[src/rtl/cva6_clic_irq_bridge_pkg.sv]
// Shared types for the CLIC interrupt bridge and the CLIC accept controller.
// priv_lvl_t mirrors the riscv privilege encoding so both ends agree on it.
package cva6_clic_irq_bridge_pkg;

    typedef enum logic [1:0] {
        PRIV_LVL_U = 2'b00,
        PRIV_LVL_S = 2'b01,
        PRIV_LVL_M = 2'b11
    } priv_lvl_t;

    localparam int unsigned CLICNumInterruptSrc = 256;
    localparam int unsigned ClicIdWidth         = $clog2(CLICNumInterruptSrc);

    typedef struct packed {
        logic [ClicIdWidth-1:0] id;
        logic [7:0]             level;
        priv_lvl_t              priv;
        logic                   shv;
    } clic_irq_t;

endpackage

[src/rtl/cva6_clic_irq_bridge_if.sv]
// CLIC-side request/withdraw handshake plus the core-side registered request.
// slave is the bridge's view; master is the view of whoever drives the CLIC side.
interface cva6_clic_irq_bridge_if #(
    parameter int unsigned NumSrc = 256
) ();
    import cva6_clic_irq_bridge_pkg::*;

    localparam int unsigned IdWidth = $clog2(NumSrc);

    logic               clic_irq_valid_i;
    logic [IdWidth-1:0] clic_irq_id_i;
    logic [7:0]         clic_irq_level_i;
    priv_lvl_t          clic_irq_priv_i;
    logic               clic_irq_shv_i;
    logic               clic_irq_ready_o;
    logic               clic_kill_req_i;
    logic               clic_kill_ack_o;

    logic               irq_valid_o;
    logic [IdWidth-1:0] irq_id_o;
    logic [7:0]         irq_level_o;
    priv_lvl_t          irq_priv_o;
    logic               irq_shv_o;
    logic               irq_taken_i;

    modport slave (
        input  clic_irq_valid_i, clic_irq_id_i, clic_irq_level_i, clic_irq_priv_i,
               clic_irq_shv_i, clic_kill_req_i, irq_taken_i,
        output clic_irq_ready_o, clic_kill_ack_o,
               irq_valid_o, irq_id_o, irq_level_o, irq_priv_o, irq_shv_o
    );

    modport master (
        output clic_irq_valid_i, clic_irq_id_i, clic_irq_level_i, clic_irq_priv_i,
               clic_irq_shv_i, clic_kill_req_i, irq_taken_i,
        input  clic_irq_ready_o, clic_kill_ack_o,
               irq_valid_o, irq_id_o, irq_level_o, irq_priv_o, irq_shv_o
    );

endinterface

[src/rtl/cva6_clic_irq_bridge.sv]
// Holds one CLIC interrupt request for the core until it is taken or withdrawn.
// Every output is a flop; pulses are registered from the next-state decode.
module cva6_clic_irq_bridge
    import cva6_clic_irq_bridge_pkg::*;
#(
    parameter int unsigned NumSrc = 256
) (
    input  logic                          clk_i,
    input  logic                          rst_ni,
    cva6_clic_irq_bridge_if.slave         bus
);

    localparam int unsigned IdWidth = $clog2(NumSrc);

    typedef enum logic [1:0] {
        IDLE,
        HELD,
        READY,
        KILL
    } state_t;

    state_t             state_q, state_d;
    logic               kill_seen_q, kill_seen_d;
    logic               capture;

    logic               valid_q;
    logic               ready_q;
    logic               ack_q;
    logic [IdWidth-1:0] id_q;
    logic [7:0]         level_q;
    priv_lvl_t          priv_q;
    logic               shv_q;

    always_comb begin
        state_d     = state_q;
        kill_seen_d = kill_seen_q;
        capture     = 1'b0;
        unique case (state_q)
            IDLE: begin
                // After a withdrawal, wait for kill_req to drop before accepting anything.
                if (kill_seen_q) begin
                    kill_seen_d = bus.clic_kill_req_i;
                end else if (bus.clic_kill_req_i) begin
                    state_d = KILL;
                end else if (bus.clic_irq_valid_i) begin
                    capture = 1'b1;
                    state_d = HELD;
                end
            end
            HELD: begin
                if (bus.irq_taken_i) begin
                    state_d = READY;
                end else if (bus.clic_kill_req_i) begin
                    state_d = KILL;
                end
            end
            READY: begin
                state_d = bus.clic_kill_req_i ? KILL : IDLE;
            end
            KILL: begin
                kill_seen_d = 1'b1;
                state_d     = IDLE;
            end
            default: state_d = IDLE;
        endcase
    end

    always_ff @(posedge clk_i or negedge rst_ni) begin
        if (!rst_ni) begin
            state_q     <= IDLE;
            kill_seen_q <= 1'b0;
            valid_q     <= 1'b0;
            ready_q     <= 1'b0;
            ack_q       <= 1'b0;
            id_q        <= '0;
            level_q     <= '0;
            priv_q      <= PRIV_LVL_M;
            shv_q       <= 1'b0;
        end else begin
            state_q     <= state_d;
            kill_seen_q <= kill_seen_d;
            valid_q     <= (state_d == HELD);
            ready_q     <= (state_d == READY);
            ack_q       <= (state_d == KILL);
            if (capture) begin
                id_q    <= bus.clic_irq_id_i;
                level_q <= bus.clic_irq_level_i;
                priv_q  <= bus.clic_irq_priv_i;
                shv_q   <= bus.clic_irq_shv_i;
            end
        end
    end

    assign bus.irq_valid_o      = valid_q;
    assign bus.irq_id_o         = id_q;
    assign bus.irq_level_o      = level_q;
    assign bus.irq_priv_o       = priv_q;
    assign bus.irq_shv_o        = shv_q;
    assign bus.clic_irq_ready_o = ready_q;
    assign bus.clic_kill_ack_o  = ack_q;

endmodule

[src/flat_wrapper.sv]
// flat-port wrapper written by rule: the top's interface ports become plain ports
module cva6_clic_irq_bridge_flat import cva6_clic_irq_bridge_pkg::*;
#(
    parameter int unsigned NumSrc = 256
)
  (clk_i, rst_ni, bus_clic_irq_valid_i, bus_clic_irq_id_i, bus_clic_irq_level_i, bus_clic_irq_priv_i, bus_clic_irq_shv_i, bus_clic_kill_req_i, bus_irq_taken_i, bus_clic_irq_ready_o, bus_clic_kill_ack_o, bus_irq_valid_o, bus_irq_id_o, bus_irq_level_o, bus_irq_priv_o, bus_irq_shv_o);
  cva6_clic_irq_bridge_if #(.NumSrc(NumSrc)) bus_i ();
  input  logic clk_i;
  input  logic rst_ni;
  input wire logic [$bits(bus_i.clic_irq_valid_i)-1:0] bus_clic_irq_valid_i;
  input wire logic [$bits(bus_i.clic_irq_id_i)-1:0] bus_clic_irq_id_i;
  input wire logic [$bits(bus_i.clic_irq_level_i)-1:0] bus_clic_irq_level_i;
  input wire logic [$bits(bus_i.clic_irq_priv_i)-1:0] bus_clic_irq_priv_i;
  input wire logic [$bits(bus_i.clic_irq_shv_i)-1:0] bus_clic_irq_shv_i;
  input wire logic [$bits(bus_i.clic_kill_req_i)-1:0] bus_clic_kill_req_i;
  input wire logic [$bits(bus_i.irq_taken_i)-1:0] bus_irq_taken_i;
  output wire logic [$bits(bus_i.clic_irq_ready_o)-1:0] bus_clic_irq_ready_o;
  output wire logic [$bits(bus_i.clic_kill_ack_o)-1:0] bus_clic_kill_ack_o;
  output wire logic [$bits(bus_i.irq_valid_o)-1:0] bus_irq_valid_o;
  output wire logic [$bits(bus_i.irq_id_o)-1:0] bus_irq_id_o;
  output wire logic [$bits(bus_i.irq_level_o)-1:0] bus_irq_level_o;
  output wire logic [$bits(bus_i.irq_priv_o)-1:0] bus_irq_priv_o;
  output wire logic [$bits(bus_i.irq_shv_o)-1:0] bus_irq_shv_o;
  assign bus_i.clic_irq_valid_i = bus_clic_irq_valid_i;
  assign bus_i.clic_irq_id_i = bus_clic_irq_id_i;
  assign bus_i.clic_irq_level_i = bus_clic_irq_level_i;
  assign bus_i.clic_irq_priv_i = bus_clic_irq_priv_i;
  assign bus_i.clic_irq_shv_i = bus_clic_irq_shv_i;
  assign bus_i.clic_kill_req_i = bus_clic_kill_req_i;
  assign bus_i.irq_taken_i = bus_irq_taken_i;
  assign bus_clic_irq_ready_o = bus_i.clic_irq_ready_o;
  assign bus_clic_kill_ack_o = bus_i.clic_kill_ack_o;
  assign bus_irq_valid_o = bus_i.irq_valid_o;
  assign bus_irq_id_o = bus_i.irq_id_o;
  assign bus_irq_level_o = bus_i.irq_level_o;
  assign bus_irq_priv_o = bus_i.irq_priv_o;
  assign bus_irq_shv_o = bus_i.irq_shv_o;
  cva6_clic_irq_bridge #(.NumSrc(NumSrc)) u_core (.clk_i(clk_i), .rst_ni(rst_ni), .bus(bus_i));
endmodule
[config.mk]
export PLATFORM = sky130hd
export DESIGN_NAME = cva6_clic_irq_bridge_flat
export DESIGN_NICKNAME = d
export VERILOG_FILES = /design/src/rtl/cva6_clic_irq_bridge_pkg.sv /design/src/rtl/cva6_clic_irq_bridge_if.sv /design/src/rtl/cva6_clic_irq_bridge.sv /design/src/flat_wrapper.sv
export SDC_FILE = /design/constraint.sdc
export NUM_CORES = 1
export LEC_CHECK = 0
export CAP_MARGIN = 30
export CELL_PAD_IN_SITES_DETAIL_PLACEMENT = 0
export CELL_PAD_IN_SITES_GLOBAL_PLACEMENT = 1
export CORE_AREA = 5 5 53 55
export CTS_CLUSTER_DIAMETER = 80
export DETAILED_ROUTE_END_ITERATION = 12
export DIE_AREA = 0 0 58 60
export DONT_BUFFER_PORTS = 1
export PLACE_DENSITY = 0.8
export SETUP_SLACK_MARGIN = 0.15
export SLEW_MARGIN = 20
export SYNTH_ARGS = -nofsm -noshare
export SYNTH_HDL_FRONTEND = slang
export SYNTH_SLANG_ARGS = --single-unit
[constraint.sdc]
create_clock -name clk_i -period 3 [get_ports clk_i]
set_clock_uncertainty 0.2 [all_clocks]
set_input_delay 0.6 -clock clk_i [delete_from_list [all_inputs] [get_ports clk_i]]
set_output_delay 0.6 -clock clk_i [all_outputs]
set_load 0.05 [all_outputs]
=== After elaboration in Yosys (flattened, before gate mapping) ===
Cells that the tools add are included.

* Bits in registers: 25
* Output and inout port bits: 22
* Bits of input ports: 24

* Reductions and logical operators: 2
* Eq/ne operators: 6
* Multiplexer cells: 13

{| class="wikitable"
|+ Operators by type and width
! operator !! number
|-
| 2-bit 2-to-1 mux || 6
|-
| 2-bit == test, second input constant || 4
|-
| 2-bit case mux with 4 select lines || 1
|-
| 1-bit 2-to-1 mux || 5
|-
| 2-bit by 1-bit == test with 1-bit output, second input constant || 2
|-
| 2-bit zero test || 1
|-
| 1-bit case mux with 2 select lines || 1
|-
| 2-bit nonzero test || 1
|}

=== Logic depth before layout (Yosys ltp) ===
* Depth in word-level cells: 5
* Mapped depth: 7
* Depth with buffers taken out: 7

=== Worst setup path before layout ===
OpenSTA, ideal clock, no wires.

* Kind: flip-flop to flip-flop
* From: register u_core.state_q[1]
* To: register u_core.id_q[0], in the netlist u_core.bus.irq_id_o[0]
* Data required time: 2.675 ns
* Arrival: 1.549 ns
* Stages on the path, launching flop included: 8
* Setup slack: 1.126 ns
* Library setup time: 0.125 ns
* Period minus slack after synthesis: 1.874 ns
* Path buffers: 2
* Cells stage by stage: dfrtp_1 inv_1 ha_1 nor2b_4 and3_4 buf_6 buf_12 mux2_4

* Cells in the longest elaborated chain, start to end: 2

{| class="wikitable"
|+ Ends and longest elaborated chain
! what !! line !! RTL
|-
| start: declaration || cva6_clic_irq_bridge.sv:22 || <nowiki>state_t state_q, state_d;</nowiki>
|-
| start signal: assignment || cva6_clic_irq_bridge.sv:80 || <nowiki>state_q <= state_d;</nowiki>
|-
| 2-bit zero test || cva6_clic_irq_bridge.sv:38 || <nowiki>unique case (state_q)</nowiki>
|-
| 1-bit 2-to-1 mux || cva6_clic_irq_bridge.sv:38 ||
|-
| end signal: assignment || cva6_clic_irq_bridge.sv:86 || <nowiki>id_q <= bus.clic_irq_id_i;</nowiki>
|-
| end: declaration || cva6_clic_irq_bridge.sv:29 || <nowiki>logic [IdWidth-1:0] id_q;</nowiki>
|}

No other way between the ends.
A chain may end at the register's enable or synchronous reset.

=== Worst setup path after layout ===
* From: register u_core.state_q[1]
* To: register u_core.level_q[5], in the netlist u_core.bus.irq_level_o[5]

* Cells in the longest elaborated chain, start to end: 2

{| class="wikitable"
|+ Ends and longest elaborated chain
! what !! line !! RTL
|-
| 2-bit zero test || cva6_clic_irq_bridge.sv:38 ||
|-
| 1-bit 2-to-1 mux || cva6_clic_irq_bridge.sv:38 ||
|-
| end signal: assignment || cva6_clic_irq_bridge.sv:87 || <nowiki>level_q <= bus.clic_irq_level_i;</nowiki>
|-
| end: declaration || cva6_clic_irq_bridge.sv:30 || <nowiki>logic [7:0] level_q;</nowiki>
|}

No other way between the ends.

==> run_results.csv <==
group,metric,value,unit
global_routing,overflow,0,
floorplanning,fp.dieW,58,um
sta,relSlewSlack,65.6,%
floorplanning,die_h,60,um
final_layout,multiInputGateArea,419,um^2
worst_setup_path,crit_buf_inv,1,
outcome,status,"completed",
synth,synth.distinct_cells,18,
final_layout,fin_util,48.6,%
route,drt_iter0_markers,11,
worst_setup_path,cpPeakStageDelay,0.43,ns
min_path,hp-class,"input port to asynchronous set/reset pin",
clocking,post_cts_buffers,0,
synth,post_synth_inst_count,75,
synth,netlist_top_cells_count,"23 x dfrtp_1, 10 x mux2_4, 9 x mux2_2",
global_routing,grt_max_degree,26,
synth,ys_seq_area_share,57.0,%
synth,ys_ff_latch,25,
final_layout,area_growth,3.41,%
clocking,worstSkewPairLatency,0.30,ns
synth,synth-edff-count,0,
synth,synth.top_cell.area_share,52.3,%
synth,yosys_warnings,0,
global_routing,first_global_vias,601,
final_layout,nFillCells,217,
floorplanning,rows,18,
synth,synth_nets,103,
synth,synthTopCellsByArea,"dfrtp_1 52%, mux2_4 14%, mux2_2 9.2%, dfstp_2 4.8%, ha_1 4.5%",
placement,gp_congestion,0.739,
worst_setup_path,cp_top_family,"simple AND/OR/NAND/NOR gates",
synth,synthArstFlopShare,100,%
worst_setup_path,crit_arrival,2.00,ns
worst_setup_path,cp_cell_sequence,"inv_1, ha_1, nor2b_4, and3_4, mux2_2",
final_layout,layout-drive-gt1-share,35.9,%
worst_setup_path,crit_path_max_fanout,19,
clocking,htree_levels,1,
final_layout,finalInstanceArea,0.00114,mm^2
route,viasPerCell,5.34,
final_layout,antenna-diode-count,0,
sta,fin_crit_sh,66.9,%
global_routing,grt_pass1_wl,2850,um
synth,synth.avg_cell_area,14.7,um^2
floorplanning,fp.dieArea,0.00348,mm^2
synth,yosysTopAreaCell,"dfrtp_1",
global_routing,grt_usage,11.0,%
route,drc_errors,0,
placement,buffer_ports.inserted,0,
clocking,cts_buffers,3,
placement,dp_hpwl,1390,um
sta,drv_slew,0,
route,vias,577,
clocking,clockBufferDepth,2,
worst_setup_path,crit_required,3.00,ns
route,drt-pass1-iter-count,3,
clocking,cts_sinks,25,
worst_setup_path,cp_slowest_cell,"dfrtp_1",
global_routing,antenna_found_initial,0,
final_layout,final_nets,107,
clocking,cts_tree,"yes",
worst_setup_path,crit_type,"register to register",
run,max_cap_violations,0,
sta,hold_viol_final,0,
floorplanning,design.core.area,0.00234,mm^2
sta,setup_violations,0,
synth,netlist_area,0.00110,mm^2
clocking,path_clk_slew,0.12,ns
floorplanning,io_pins,46,
floorplanning,initial_core_util,47.0,%
clocking,cts-root-buf,"clkbuf_4",
worst_setup_path,cp-end-kind,"register",
sta,worst_pin_slew,0.516,ns
route,wirelength,1820,um
worst_setup_path,start_kind,"register",
final_layout,seqCellArea,628,um^2
sta,fin_crit,2.01,ns
route,final_antenna_net_count,0,
sta,fmax,498,MHz
synth,synth_ff_type,"dfrtp_1",
placement,placed_area,0.00111,mm^2
sta,fin_setup_tns,0,ns
sta,rsz0062_at_grt,"no",
route,routedWlPerCell,16.8,um
synth,post-synth-top-count-cell,"dfrtp_1",
-- cells by family after synthesis --
kind of cell             count (synthesis)  synth area share, %
multiplexers                            19                 22.8
flip-flops                              25                 57.0
AO/OA/AOI/OAI                            9                 4.43
buffers and inverters                    8                 4.89
adder cells (fa/ha/maj)                  4                 4.55
AND/OR/NAND/NOR                         10                 6.25
-- path summary, 6_finish.rpt --
| path | startpoint | to | slack, ns | cells after the start |
|---|---|---|---|---|
| min | rst_ni | u_core.bus.irq_shv_o | 0.05 | 1 |
| min in group clk_i | bus_clic_irq_shv_i | u_core.bus.irq_shv_o | 0.24 | 1 |
| min reg2reg | u_core.kill_seen_q | u_core.kill_seen_q | 0.44 | 2 |
| max | u_core.state_q[1] | u_core.bus.irq_level_o[5] | 0.99 | 5 |
| max in group asynchronous | rst_ni | u_core.bus.irq_priv_o[1] | 2.18 | 1 |
| max reg2reg | u_core.state_q[1] | u_core.bus.irq_level_o[5] | 0.99 | 5 |
-- metrics by stage --
step                      worst slack [ns]  hold WS (ns)  instances
after floorplan                       1.13         0.104         75
after global placement                1.07         0.105        103
after detailed placement             0.999         0.105        103
after CTS                            0.973         0.225        108
after global routing                 0.886        0.0806        108
final                                0.993        0.0531        108
-- layout make-up --
| type | count | area share, % |
|---|---|---|
| Inverter | 6 | 1.98 |
| Clock buffer | 4 | 2.31 |
| Tap cell | 30 | 3.30 |
| Multi-Input combinational cell | 42 | 36.8 |
| Sequential cell | 25 | 55.2 |
| Timing Repair Buffer | 1 | 0.440 |
-- routing by layer --
metal / routed length (um) / global-route usage [%] / vias up
met5: 0 / 0 / -
met4: 12 / 1.99 / 0
met3: 213 / 6.05 / 2
met2: 896 / 18.4 / 26
met1: 693 / 12.5 / 289
li1: - / - / 260
-- what timing repair did --
action,in CTS,in global routing
resized for setup,0,0
hold endpoints to repair,25,0
hold buffers,1,0
-- state kept, by name, summed over array words and instances (netlist names) --
| name | count |
|---|---|
| u_core.bus.irq_id_o | 8 |
| u_core.bus.irq_level_o | 8 |
| u_core.bus.irq_priv_o | 2 |
| u_core.state_q | 2 |
| u_core.bus.clic_irq_ready_o | 1 |
| u_core.bus.clic_kill_ack_o | 1 |
| u_core.bus.irq_shv_o | 1 |
| u_core.bus.irq_valid_o | 1 |
| u_core.kill_seen_q | 1 |
-- layout by cell type (no fill, tap or decap), drive strengths merged --
master,count
nor2,3
and3,2
clkbuf,4
mux2,19
ha,4
buf,1
o21ai,8
and2b,2
nand2,1
dfrtp,23
inv,6
o221ai,1
dfstp,2
nor2b,2
Power is not shown: default switching activity piles up to over one toggle a cycle in this logic, so the estimate is an artifact.
